## src/rtl/lock_pkg.sv

```systemverilog
// Shared definitions for the six-digit lock: key codes, digit count and
// the entry state encoding used by the keypad-side collector.
package lock_pkg;

    localparam logic [3:0] KEY_BKSP   = 4'hA;
    localparam logic [3:0] KEY_CLR    = 4'hB;
    localparam logic [3:0] KEY_ENT    = 4'hC;
    localparam int         NUM_DIGITS = 6;

    typedef enum logic [1:0] {
        IDLE  = 2'd0,
        ENTRY = 2'd1,
        CHECK = 2'd2
    } state_t;

    // True for the BCD digit keys 0..9.
    function automatic logic is_digit(input logic [3:0] code);
        return (code <= 4'd9);
    endfunction

endpackage

```

## src/rtl/entry_timer.sv

```systemverilog
// Generic terminal-count down-counter. load presets MAX_COUNT, en counts
// down to zero and holds there; expired flags the last counted cycle
// (count == 1) so the owner can act on the edge that would reach zero.
module entry_timer #(
    parameter int MAX_COUNT = 4
) (
    input  logic clk,
    input  logic rst,
    input  logic clr,
    input  logic load,
    input  logic en,
    output logic expired
);

    localparam int         W        = $clog2(MAX_COUNT + 1);
    localparam logic [W-1:0] LOAD_VAL = W'(MAX_COUNT);

    logic [W-1:0] count_r;

    // Counter: clear/reset to zero, preload, or saturating count-down.
    always_ff @(posedge clk) begin
        if (rst || clr) begin
            count_r <= '0;
        end else if (load) begin
            count_r <= LOAD_VAL;
        end else if (en && (count_r != '0)) begin
            count_r <= count_r - W'(1);
        end else begin
            count_r <= count_r;
        end
    end

    assign expired = (count_r == W'(1));

endmodule

```

## src/rtl/code_entry.sv

```systemverilog
// Keypad digit collector for the six-digit lock. Keys are registered once,
// then applied to the digit store on the following edge, so every output is
// a register. Optional idle timeout: define CODE_ENTRY_TIMEOUT_EN.
module code_entry
    import lock_pkg::*;
#(
    parameter int HOLD_CYCLES    = 4,
    parameter int TIMEOUT_CYCLES = 50_000_000
) (
    input  logic       clk,
    input  logic       rst,
    input  logic       key_valid,
    input  logic [3:0] key_code,
    output logic [3:0] a1,
    output logic [3:0] a2,
    output logic [3:0] a3,
    output logic [3:0] a4,
    output logic [3:0] a5,
    output logic [3:0] a6,
    output logic       s,
    output logic [2:0] digit_cnt,
    output logic       busy,
    output logic       err,
    output logic       timeout
);

    localparam logic [2:0] FULL_CNT = 3'(NUM_DIGITS);

    if (HOLD_CYCLES < 1) begin : g_bad_hold
        $error("HOLD_CYCLES must be at least 1");
    end
    if (TIMEOUT_CYCLES < 1) begin : g_bad_timeout
        $error("TIMEOUT_CYCLES must be at least 1");
    end

    state_t     state_r;
    logic [3:0] digits_r [NUM_DIGITS];
    logic [2:0] digit_cnt_r;
    logic       key_valid_r;
    logic [3:0] key_code_r;
    logic       s_r;
    logic       err_r;
    logic       busy_r;
    logic       timeout_r;
    logic       hold_load_s;
    logic       hold_expired_s;
    logic       idle_fire_s;

    // A confirmed enter on a full entry starts the freeze window.
    assign hold_load_s = key_valid_r && (key_code_r == KEY_ENT) &&
                         (state_r != CHECK) && (digit_cnt_r == FULL_CNT);

    entry_timer #(.MAX_COUNT(HOLD_CYCLES)) u_hold_timer (
        .clk     (clk),
        .rst     (rst),
        .clr     (1'b0),
        .load    (hold_load_s),
        .en      (state_r == CHECK),
        .expired (hold_expired_s)
    );

`ifdef CODE_ENTRY_TIMEOUT_EN
    logic idle_expired_s;

    entry_timer #(.MAX_COUNT(TIMEOUT_CYCLES)) u_idle_timer (
        .clk     (clk),
        .rst     (rst),
        .clr     (1'b0),
        .load    (key_valid),
        .en      (1'b1),
        .expired (idle_expired_s)
    );

    // A key in flight always beats an expiring idle count.
    assign idle_fire_s = idle_expired_s && (state_r == ENTRY) &&
                         !key_valid && !key_valid_r;
`else
    assign idle_fire_s = 1'b0;
`endif

    // Entry FSM: key register, digit store, counters and output pulses.
    always_ff @(posedge clk) begin
        if (rst) begin
            state_r     <= IDLE;
            digit_cnt_r <= 3'd0;
            key_valid_r <= 1'b0;
            key_code_r  <= 4'h0;
            s_r         <= 1'b0;
            err_r       <= 1'b0;
            busy_r      <= 1'b0;
            timeout_r   <= 1'b0;
            for (int i = 0; i < NUM_DIGITS; i++) digits_r[i] <= 4'h0;
        end else begin
            key_valid_r <= key_valid;
            key_code_r  <= key_code;
            s_r         <= 1'b0;
            err_r       <= 1'b0;
            timeout_r   <= 1'b0;
            case (state_r)
                CHECK: begin
                    if (hold_expired_s) begin
                        state_r     <= IDLE;
                        busy_r      <= 1'b0;
                        digit_cnt_r <= 3'd0;
                        for (int i = 0; i < NUM_DIGITS; i++) digits_r[i] <= 4'h0;
                    end else begin
                        state_r <= CHECK;
                    end
                end
                IDLE, ENTRY: begin
                    if (key_valid_r) begin
                        if (is_digit(key_code_r)) begin
                            if (digit_cnt_r < FULL_CNT) begin
                                digits_r[digit_cnt_r] <= key_code_r;
                                digit_cnt_r           <= digit_cnt_r + 3'd1;
                                state_r               <= ENTRY;
                            end else begin
                                err_r <= 1'b1;
                            end
                        end else begin
                            case (key_code_r)
                                KEY_BKSP: begin
                                    if (digit_cnt_r == 3'd0) begin
                                        err_r <= 1'b1;
                                    end else begin
                                        digits_r[digit_cnt_r - 3'd1] <= 4'h0;
                                        digit_cnt_r <= digit_cnt_r - 3'd1;
                                        state_r     <= (digit_cnt_r == 3'd1) ? IDLE : ENTRY;
                                    end
                                end
                                KEY_CLR: begin
                                    state_r     <= IDLE;
                                    digit_cnt_r <= 3'd0;
                                    for (int i = 0; i < NUM_DIGITS; i++) digits_r[i] <= 4'h0;
                                end
                                KEY_ENT: begin
                                    if (digit_cnt_r == FULL_CNT) begin
                                        state_r <= CHECK;
                                        busy_r  <= 1'b1;
                                        s_r     <= 1'b1;
                                    end else begin
                                        err_r       <= 1'b1;
                                        state_r     <= IDLE;
                                        digit_cnt_r <= 3'd0;
                                        for (int i = 0; i < NUM_DIGITS; i++) digits_r[i] <= 4'h0;
                                    end
                                end
                                default: begin
                                    state_r <= state_r;
                                end
                            endcase
                        end
                    end else if (idle_fire_s) begin
                        timeout_r   <= 1'b1;
                        state_r     <= IDLE;
                        digit_cnt_r <= 3'd0;
                        for (int i = 0; i < NUM_DIGITS; i++) digits_r[i] <= 4'h0;
                    end else begin
                        state_r <= state_r;
                    end
                end
                default: begin
                    state_r <= IDLE;
                end
            endcase
        end
    end

    assign a1        = digits_r[0];
    assign a2        = digits_r[1];
    assign a3        = digits_r[2];
    assign a4        = digits_r[3];
    assign a5        = digits_r[4];
    assign a6        = digits_r[5];
    assign digit_cnt = digit_cnt_r;
    assign s         = s_r;
    assign busy      = busy_r;
    assign err       = err_r;
    assign timeout   = timeout_r;

endmodule

```

## config.mk

```make
export PLATFORM = sky130hd
export DESIGN_NAME = code_entry
export DESIGN_NICKNAME = d
export VERILOG_FILES = /design/src/rtl/lock_pkg.sv /design/src/rtl/entry_timer.sv /design/src/rtl/code_entry.sv
export SDC_FILE = /design/constraint.sdc
export NUM_CORES = 1
export LEC_CHECK = 0
export CAP_MARGIN = 0
export CORE_MARGIN = 5
export CORE_UTILIZATION = 55
export CTS_CLUSTER_DIAMETER = 60
export DETAILED_ROUTE_END_ITERATION = 8
export PLACE_DENSITY_LB_ADDON = 0.3
export SETUP_SLACK_MARGIN = 0.3
export SYNTH_ARGS = -nofsm -noshare
export SYNTH_HDL_FRONTEND = slang
export SYNTH_SLANG_ARGS = --single-unit
```

## constraint.sdc

```tcl
create_clock -name clk -period 6.97 [get_ports clk]
set_clock_uncertainty 0.2 [all_clocks]
set_input_delay 1.394 -clock clk [delete_from_list [all_inputs] [get_ports clk]]
set_output_delay 1.394 -clock clk [all_outputs]
set_load 0.005 [all_outputs]
```

# ---- After elaboration in Yosys (flattened, before gate mapping)
# Memory sizes are Yosys's and may differ from the RTL's.
# Cells that the tools add are included.
dict set report word_totals {
  ff_bits 16
  latch_bits 0
  mem_bits_rw 24
  mem_bits_ro 0
  inputBits 7
  out_inout_bits 31
  wordCells 158
  n_memories 1
}
dict set report op_classes {
  addsub 3
  n_mul 0
  n_div 0
  magnitude_cmp 2
  eq_ne 18
  shifts 0
  muxes 86
  n_bitwise 21
  reduce_logical 18
}
# name depth width read_ports rd_clocked_by_memory_dff write_ports line_no
set mem_list {}
lappend mem_list {digits_r 6 4 6 0 6 code_entry.sv:37} ;# logic [3:0] digits_r [NUM_DIGITS];
# operator n
set ops {}
lappend ops {{$mux 4} 20}
lappend ops {{$mux 1} 44}
lappend ops {{$mux 3} 10}
lappend ops {{$or 1x1->1} 18}
lappend ops {{$eq 4x4->1 const B} 3}
lappend ops {{$mux 2} 6}
lappend ops {{$ne 2x2->1 const B} 6}
lappend ops {{$pmux 3 s3} 1}
lappend ops {{$ne 4x4->1 const B} 2}
lappend ops {{$reduce_or 4->1} 2}
lappend ops {{$reduce_and 7->1} 1}
lappend ops {{$eq 3x1->1 const B} 2}
lappend ops {{$pmux 2 s3} 1}
lappend ops {{$pmux 3 s2} 1}
lappend ops {{$reduce_and 6->1} 1}
lappend ops {{$sub 3x1->3 const B} 2}
lappend ops {{$ne 5x3->1 const B} 1}
lappend ops {{$reduce_or 5->1} 1}
lappend ops {{$le 4x4->1 const B} 1}
lappend ops {{$logic_and 1x1->1} 4}
lappend ops {{$pmux 1 s2} 2}
lappend ops {{$pmux 2 s2} 1}
lappend ops {{$reduce_and 4->1} 1}
lappend ops {{$reduce_bool 2->1} 2}
lappend ops {{other kinds (12)} 15}

# ---- Logic depth before layout (Yosys ltp)
dict set report depth {
  ltp_word 11
  mapped_depth 9
  depth_no_buf 7
}

# ---- Cells and area by module
# A second synthesis with hierarchy kept.
dict set report unflattened {
  hier_cells 198
  hier_area_um2 2084.5
}
# module instances cells_per_inst area_each_um2 seq_area_each_um2
set modules_own_cells {}
lappend modules_own_cells {code_entry 1 177 1891.8 980.9}
lappend modules_own_cells {entry_timer 1 21 192.7 60.1}

# ---- Least setup slack after synthesis
# OpenSTA, ideal clock, no wires.
dict set report synth_timing {
  path_type {input-to-reg}
  from {input rst}
  to {memory digits_r[2][0] (enable)}
  setup_ns 0.335
  arrival_time_ns 2.827
  t_required_ns 6.435
  path_slack_ns 3.608
  path_stages 6
  n_path_buf 1
  cell_sequence {or3b_4 nor4_4 o21ai_1 o31a_1 buf_6 o21ai_1}
}
# element line_no
set synth_lines {}
lappend synth_lines {{from (decl)} code_entry.sv:11} ;# input logic rst,
lappend synth_lines {{to (decl)} code_entry.sv:37}

==> results.cfg <==
[cts]
cts_made_buffers = 5
cts-root-buf = clkbuf_4
post-cts-setup-buffer-count = 0
cts_hold_buf = 0
htree_levels = 2
clk_pin_slew_worst_paths_ns = 0.11
cts.path.max_buffers = 2
clkSinkCount = 40
cts_tree = built
cts-resized-gates = 0
clk_latency_ns = 0.34

[synth]
syn_area_um2 = 1990
netlist_top_cells_area = edfxtp_1 36%, dfxtp_1 16%, nor2_1 6.0%
ys_seq_area_share_pct = 52.2
synthSimpleGateAreaFrac_pct = 23.8
synth_top_area_share_pct = 36.1
synth_mux_area_share_pct = 1.07
synthCells = 203
syn_avg_cell_area_um2 = 9.82
synth_top_family_by_area = simple AND/OR/NAND/NOR gates
synth_compound_area_share_pct = 12.9
synth-edff-count = 24
ys_ff_latch = 40
async_flop_share_pct = 0
syn_nets = 218
synth_xor_area_share_pct = 0.439
synth_cell_types = 41
ys.warnings.count = 0
synth-adder-area-share_pct = 5.02
yosysTopAreaCell = edfxtp_1
ys.flop_type = edfxtp_1

[worst_setup_path]
required_ns = 6.79
slowest_stage = clkdlybuf4s50_1
crit_family = simple AND/OR/NAND/NOR gates
startpoint = rst
r2r_cells = 7
worstSetupStartpointType = input port
crit_type = input port to flip-flop
crit_arrival_ns = 3.74
cp-end-kind = flip-flop
critPathCapture = digits_r[3][3]
r2r_slack_ns = 4.12
crit_cells = 6
cp_max_fo = 16
crit_chain = clkdlybuf4s50_1, or3b_4, nor4_4, o21ai_1, o31a_1, o21ai_1
cp_slowest_stage_delay_ns = 0.68
crit_buf_inv = 1
r2r_end = digits_r[3][3]
cp_common_cell = o21ai_1
reg2reg_from = digit_cnt[0]

[drt]
drtIter0Drc = 108
routed_wl_mm = 3.59
dr_total_vias = 1547
drc = 0
final_antenna_net_count = 0
routed_via_density = 5.47
firstDrtPassIters = 7
wl_per_cell_um = 12.7

[global_routing]
grt_overflow = 0
grt_pass1_vias = 1380
antenna_found_initial = 0
grt_usage_pct = 15.3
grt_max_degree = 17
grt_pass1_wl_mm = 6.03

[power]
powerDensity_nw_per_um2 = 191
peakVddDrop_uv = 123
leakagePower_nw = 0.855

[flow_run]
drv_cap = 0

[placed_design]
place_inst = 275
place_area_um2 = 2360
port_buffers = 36
gp_congestion = 0.835
hpwl_mm = 2.73

[sta]
min_period_ns = 3.92
post-route-period-util_pct = 56.3
worstMarginPinSlew_ns = 0.531
setup_violations = 0
fmax_mhz = 255
tns_ns = 0
slew_viol_final = 0
hold_viol = 0
rsz0062_at_grt = no
maxSlewHeadroom_pct = 64.5

[final_layout]
antennaDiodeCount = 0
drive_above_1_share_pct = 5.91
fin_util_pct = 71.4
area_growth_pct = 22.3
nets = 251
most-common-layout-cells = 36 x clkdlybuf4s50_1, 32 x nor2_1, 24 x edfxtp_1
layout_commonest_cell = clkdlybuf4s50_1
final_area_um2 = 2440
instances_no_fill = 283

[status]
status = finished clean

[floorplanning]
io_pins = 38
dieArea_um2 = 4930
fp.dieW_um = 70.2
start_util_pct = 58.4
rows = 21
die_y_um = 70.2
core-area_um2 = 3420

[min_path]
hp-class = flip-flop to flip-flop
-- synth_stat cells (2+ instances only) --
cell type	number
nor2b_1	9
nor2_1	32
nand3b_1	3
or3b_1	2
nor3_1	6
ha_1	8
nor3b_1	2
o21ai_1	7
a21oi_1	7
nand2b_1	6
a31oi_1	3
dfxtp_1	16
edfxtp_1	24
o21ai_0	10
buf_2	3
inv_1	9
nand3_1	12
nand2_1	15
o21a_1	3
clkbuf_1	5
-- metal layers --
layer / routed length, um / GRT usage [%] / part of all wire, %
met5: 0 / 0 / 0
met3: 251 / 3.01 / 7.0
met1: 1490 / 18.2 / 41
met2: 1810 / 26.7 / 50
met4: 46 / 6.38 / 1.3
-- area by class of cell --
type,instances,area [um2]
fillers,261,976
well taps,46,57.6
clock inverters,3,42.5
flip-flops and latches,40,1040
repair buffers,36,360
clock buffers,5,37.5
multi-input cells,144,867
inverters,9,33.8
-- sequential cells by signal, indices dropped and copies added, names as in the netlist --
| name | flops |
|---|---|
| key_valid_r | 1 |
| digits_r | 24 |
| busy | 1 |
| key_code_r | 4 |
| state_r | 2 |
| digit_cnt | 3 |
| err | 1 |
| s | 1 |
| u_hold_timer.count_r | 3 |
-- metrics by stage --
stage	hold slack (ns)	power (W)	worst slack [ns]
2_1_floorplan	0.261	0.000302	3.61
3_3_place_gp	0.261	0.000323	2.73
3_5_place_dp	0.258	0.000324	2.67
4_1_cts	0.290	0.000468	3.02
5_1_grt	0.321	0.000488	2.90
6_report	0.283	0.000465	3.05
-- how the worst min path moves through the flow --
stage | startpoint | end | slack [ns] | cells after the start
global placement | busy | busy | 0.26 | 1
finish | busy | busy | 0.28 | 1
detailed placement | busy | busy | 0.26 | 1
global route | busy | busy | 0.32 | 1
floorplan | u_hold_timer.count_r[0] | u_hold_timer.count_r[0] | 0.26 | 2
CTS | busy | busy | 0.29 | 1
-- power by group --
group | internal [W] | total, W | switching, W
Sequential | 0.000259 | 0.000267 | 0.00000823
Combinational | 0.0000258 | 0.0000514 | 0.0000256
Clock | 0.0000748 | 0.000147 | 0.0000718
-- worst reg2reg max path, delay by kind of cell, from the launching register on --
kind	cells	cell delay [ns]
AO/OA/AOI/OAI	3	0.68
adder cells (fa/ha/maj)	1	0.26
buffers and inverters	1	0.21
flip-flops	1	0.58
AND/OR/NAND/NOR	2	0.60
-- logic make-up after synthesis --
group / count (synthesis)
other cells: 1
xor+xnor: 1
simple gates: 92
buf+inv: 19
flops: 40
fa+ha+maj: 8
compound gates: 40
mux: 2
No activity file was read; power rests on OpenSTA's default activity.
==> patch 1, RTL diff (same flow settings) <==
Encoding of `state_t`: now one-hot (3 bits for 3 states).
--- a/src/rtl/lock_pkg.sv
+++ b/src/rtl/lock_pkg.sv
@@ -7,10 +7,10 @@
     localparam logic [3:0] KEY_ENT    = 4'hC;
     localparam int         NUM_DIGITS = 6;
 
-    typedef enum logic [1:0] {
-        IDLE  = 2'd0,
-        ENTRY = 2'd1,
-        CHECK = 2'd2
+    typedef enum logic [2:0] {
+        IDLE  = 3'b001,
+        ENTRY = 3'b010,
+        CHECK = 3'b100
     } state_t;
 
     // True for the BCD digit keys 0..9.
Formal check against the unedited RTL: same outputs for any inputs over 4 cycles, from zero or initial values and one cycle with rst high; so few cycles prove little.
==> patch 1 against the unedited design <==
Routed wire length is 25% higher. Core utilization is 2.4 points lower. Synthesized cell count is 4.9% higher. Total power is 22% higher. Via count is 16% higher. Final cell count is 5.7% higher. Sequential cell count is 1 higher. Worst setup slack worse by 0.20 ns. Critical endpoint is now digits_r[0][0]. Area after synthesis is 9.6% higher. Final area is 11% higher. Register-to-register slack worse by 0.07 ns.
==> patch 1: results (changes against the unedited design) <==
Clock network
  • Clk root buf: clkbuf_8
  • Clock latency on the worst-skew pair: 0.29 ns (-0.05 ns)
  • TritonCTS Buffers: 5 (unchanged)
  • Clock transition at path regs: 0.08 ns (-0.03 ns)
  • Clock buffer depth: 2 (unchanged)

Route
  • Vias: 1796 (+16%)
  • WL met3: 306 um (+22%)
  • DR pass1 iterations: 4 (-3)
  • DR WL met2: 2300 um (+27%)
  • DR iter-0 viols: 133 (+23%)
  • Post-Route M1 WL: 1820 um (+22%)
  • WL/cell: 15.1 um (+19%)

Outcome
  • Outcome: finished, final reports clean

Global route
  • First-pass GRT wire length: 7650 um (+27%)
  • All-Layer GR Usage: 0.185 (+0.0319)
  • Largest net degree at the start of global routing: 19 (+2)
  • Number of global-route vias before repair: 1702 (+23%)

Logic synthesis
  • Register area share after synthesis: 0.485 (-0.0366)
  • Yosys cell types: 53 (+29%)
  • Synth top area cells: edfxtp_1 33%, dfxtp_1 16%, ha_1 4.6%, and3_1 4.0%, nand3_1 2.7%
  • Syn Nets: 228 (+4.6%)

Final layout
  • Fillcell total: 325 (+25%)
  • Layout Nets: 263 (+4.8%)
  • Share of layout cells above drive strength 1: 0.0763 (+0.0172)

Setup path
  • Family with the most delay on the worst path: simple AND/OR/NAND/NOR gates
  • CP Data Arrival Time: 3.86 ns (+0.12 ns)
  • Worst Path Max Fanout: 15 (-1)
  • Crit path largest cell delay: 0.66 ns (-0.02 ns)

Pwr
  • VDD IR-drop max: 0.156 mV (+27%)
  • P_leak: 1.02 nW (+19%)

Hold path
  • Hold Path Origin: u_hold_timer.count_r[1]

Placement
  • Detailed placer's ending HPWL: 3370 um (+23%)
  • Gpl congestion: 0.862 (+3.3%)

Timing
  • Worst Max-Slew Pin Slew: 0.793 ns (+0.262 ns)
[patch 1: worst paths after layout]
check                                 end  slack, ns  cells past startpoint
setup / recovery           digits_r[0][0]       2.84                      5
hold reg to reg   u_hold_timer.count_r[1]       0.28                      2
hold / removal    u_hold_timer.count_r[1]       0.28                      2
setup reg to reg           digits_r[2][2]       4.05                      6
[patch 1: tightest hold or removal path, stage by stage (launching register included)]
cell and delay [ns]:
dfxtp_1 0.32, nand3_1 0.06, a21oi_1 0.06
[patch 1: final cells by class]
type	count	area, um2	share of cell area
clock buffer	5	68.8	0.0255
clock inverter	3	68.8	0.0255
inverter	7	26.3	0.00973
multi-input combinational	157	1050	0.390
sequential	41	1060	0.393
tap	50	62.6	0.0232
timing repair buffer	36	360	0.133
[patch 1: cell families after synthesis]
kind of cell / count (synthesis) / synth area share
adders and majority gates: 8 / 0.0458
muxes: 4 / 0.0195
other: 1 / 0.00172
xor gates and xnor gates: 4 / 0.0160
and+or+nand+nor: 94 / 0.247
AOI/OAI and AO/OA: 46 / 0.152
DFF: 41 / 0.485
buffers and inverters: 15 / 0.0332
[patch 1: report_power, final]
part	switching, mW	internal, mW	leakage (nW)
Clock	0.0826	0.144	0.0687
Sequential	0.0106	0.265	0.387
Combinational	0.0327	0.0309	0.562
Total	0.126	0.440	1.02
[patch 1: metrics by stage]
stage               setup WS [ns]  hold WS (ns)  power [mW]  instance area [um2]  cells
global placement             2.63         0.257       0.342                 2560    291
finish                       2.84         0.281       0.565                 2700    299
detailed placement           2.57         0.280       0.344                 2560    291
floorplan                    3.59         0.248       0.318                 2190    213
global route                 2.64         0.316       0.588                 2700    299
CTS                          2.85         0.291       0.568                 2700    299
[patch 1: routing by layer]
metal,track usage,vias up
li1,-,868
met1,0.223,847
met2,0.315,74
met3,0.0399,7
met4,0.0799,0
met5,0,-
==> patch 2, RTL diff (config.mk and constraints unchanged) <==
Without the edit above. Set the parameter `HOLD_CYCLES` to 2 (it was 4).
--- a/src/rtl/code_entry.sv
+++ b/src/rtl/code_entry.sv
@@ -4,7 +4,7 @@
 module code_entry
     import lock_pkg::*;
 #(
-    parameter int HOLD_CYCLES    = 4,
+    parameter int HOLD_CYCLES    = 2,
     parameter int TIMEOUT_CYCLES = 50_000_000
 ) (
     input  logic       clk,
Check against the original RTL: no difference found for any inputs over 4 cycles, from zero or initial values and one cycle with rst high; that may be too few to reach the edited logic, so the function may still have changed.
==> patch 2 against the unedited design <==
Worst setup slack improved by 0.070 ns. Area after synthesis decreased by 1.9%. Total power decreased by 0.31%. Sequential cell count decreased by 1. Clock power increased by 3%. Non-clock buffer count unchanged. Largest power group unchanged. Final area decreased by 1.3%. Routed wire length increased by 15%. Largest cell class unchanged.
==> patch 2: results (changes against the unedited design) <==
Route
  • Detailed Route WL: 4120 um (+15%)
  • WL/cell: 15.4 um (+22%)
  • DR iter-0 viols: 80 (-26%)
  • Vias: 1530 (-1.1%)
  • DR pass1 iterations: 4 (-3)

Logic synthesis
  • Synth top area cells: edfxtp_1 37%, dfxtp_1 15%, nor2_1 4.8%, ha_1 4.5%, and3_1 2.9%
  • Synth top cells by count: 25 x nor2_1, 24 x edfxtp_1, 15 x dfxtp_1
  • Synth async-reset ratio: 0 (unchanged)
  • Yosys cell types: 42 (+2.4%)
  • Register area share after synthesis: 0.522 (about the same)
  • Post-synth EDFFs: 24 (unchanged)
  • Syn Nets: 200 (-8.3%)
  • Cell count after synthesis: 186 (-8.4%)

Setup path
  • Setup slack, reg-to-reg: 4.14 ns (+0.02 ns)
  • R2r startpoint: digit_cnt[1]
  • Worst Setup Path Type: in2reg
  • CP Data Arrival Time: 3.69 ns (-0.05 ns)
  • CP Launch Point: rst
  • End of the critical path: digits_r[1][0]
  • Critical R2R Capture: digits_r[4][3]

Placement
  • Post-Place Worst Slack: 2.76 ns (+0.0906 ns)
  • Placed insts: 259 (-5.8%)
  • Gpl congestion: 0.864 (+3.4%)
  • Detailed placer's ending HPWL: 3070 um (+12%)

Outcome
  • Outcome: finished, final reports clean

Global route
  • All-Layer GR Usage: 0.172 (+0.0195)
  • First-pass GRT wire length: 6690 um (+11%)
  • Number of global-route vias before repair: 1436 (+4.1%)

Final layout
  • Layout Nets: 234 (-6.8%)
  • Antenna diodes: 0 (unchanged)
  • Fillcell total: 247 (-5.4%)
  • Share of layout cells above drive strength 1: 0.0860 (+0.0269)

Timing
  • Fin. Hold Viols: 0 (unchanged)
  • Min Tclk post-route: 3.85 ns (-0.0696 ns)

Pwr
  • P_leak: 0.919 nW (+7.6%)
  • Internal power: 354 uW (-1.5%)
  • VDD IR-drop max: 0.150 mV (+22%)

Clock network
  • TritonCTS Buffers: 5 (unchanged)
[patch 2: cell types whose count changed after synthesis, moves of 5 or more]
cell | before | now
inv_1 | 9 | 4
nor2_1 | 32 | 25
o21ai_1 | 7 | 2
o21ai_0 | 10 | 5
and3_1 | 0 | 9
nand2_1 | 15 | 6
[patch 2: area by class of cell]
class / count / area, um2 / area share
clock buffer: 5 / 37.5 / 0.0156
clock inverter: 3 / 43.8 / 0.0182
inverter: 4 / 15.0 / 0.00624
multi-input combinational: 134 / 872 / 0.362
tap: 46 / 57.6 / 0.0239
timing repair buffer: 36 / 360 / 0.150
sequential: 39 / 1020 / 0.424
[patch 2: metal layers]
layer  share of wire  up-vias  global-route usage
met2            0.52       64               0.314
li1                -      731                   -
met1            0.38      726               0.180
met4           0.025        0              0.0809
met3           0.073        9              0.0507
met5               0        -                   0
[patch 2: worst min-delay path by stage]
| stage | startpoint | endpoint | slack (ns) | depth (start not counted) |
|---|---|---|---|---|
| 2_1_floorplan | busy | busy | 0.26 | 2 |
| 3_3_place_gp | busy | busy | 0.26 | 2 |
| 3_5_place_dp | busy | busy | 0.31 | 2 |
| 6_report | busy | busy | 0.32 | 2 |
| 4_1_cts | busy | busy | 0.34 | 2 |
| 5_1_grt | busy | busy | 0.34 | 2 |
[patch 2: logic make-up (layout without fill, tap and decap cells)]
| group | count (synthesis) | after routing | synth area share |
|---|---|---|---|
| multiplexers | 5 | 5 | 0.0307 |
| AND/OR/NAND/NOR | 91 | 91 | 0.266 |
| adder cells (fa/ha/maj) | 7 | 7 | 0.0448 |
| other | 1 | 1 | 0.00192 |
| buffers and inverters | 13 | 48 | 0.0320 |
| flip-flops | 39 | 39 | 0.522 |
| AO/OA/AOI/OAI | 30 | 30 | 0.102 |
[patch 2: through the flow]
step	total power [mW]	hold WS [ns]	area, um2
3_5_place_dp	0.316	0.306	2330
4_1_cts	0.465	0.337	2410
5_1_grt	0.483	0.344	2410
2_1_floorplan	0.292	0.260	1960
3_3_place_gp	0.315	0.260	2330
6_report	0.463	0.324	2410
[patch 2: worst max-delay path, cell delays in order]
cell             delay, ns
clkdlybuf4s50_1       0.71
nor3b_4               0.39
nand4_2               0.16
mux2_4                0.35
or2_0                 0.33
o21ai_1               0.35
[patch 2: power groups by stage]
stage	Combinational [mW]	Clock [mW]	Sequential, mW
final	0.0497	0.152	0.262
after global routing	0.0533	0.167	0.263
after CTS	0.0495	0.154	0.262
after detailed placement	0.0494	0	0.267
after global placement	0.0484	0	0.266
after floorplan	0.0288	0	0.264
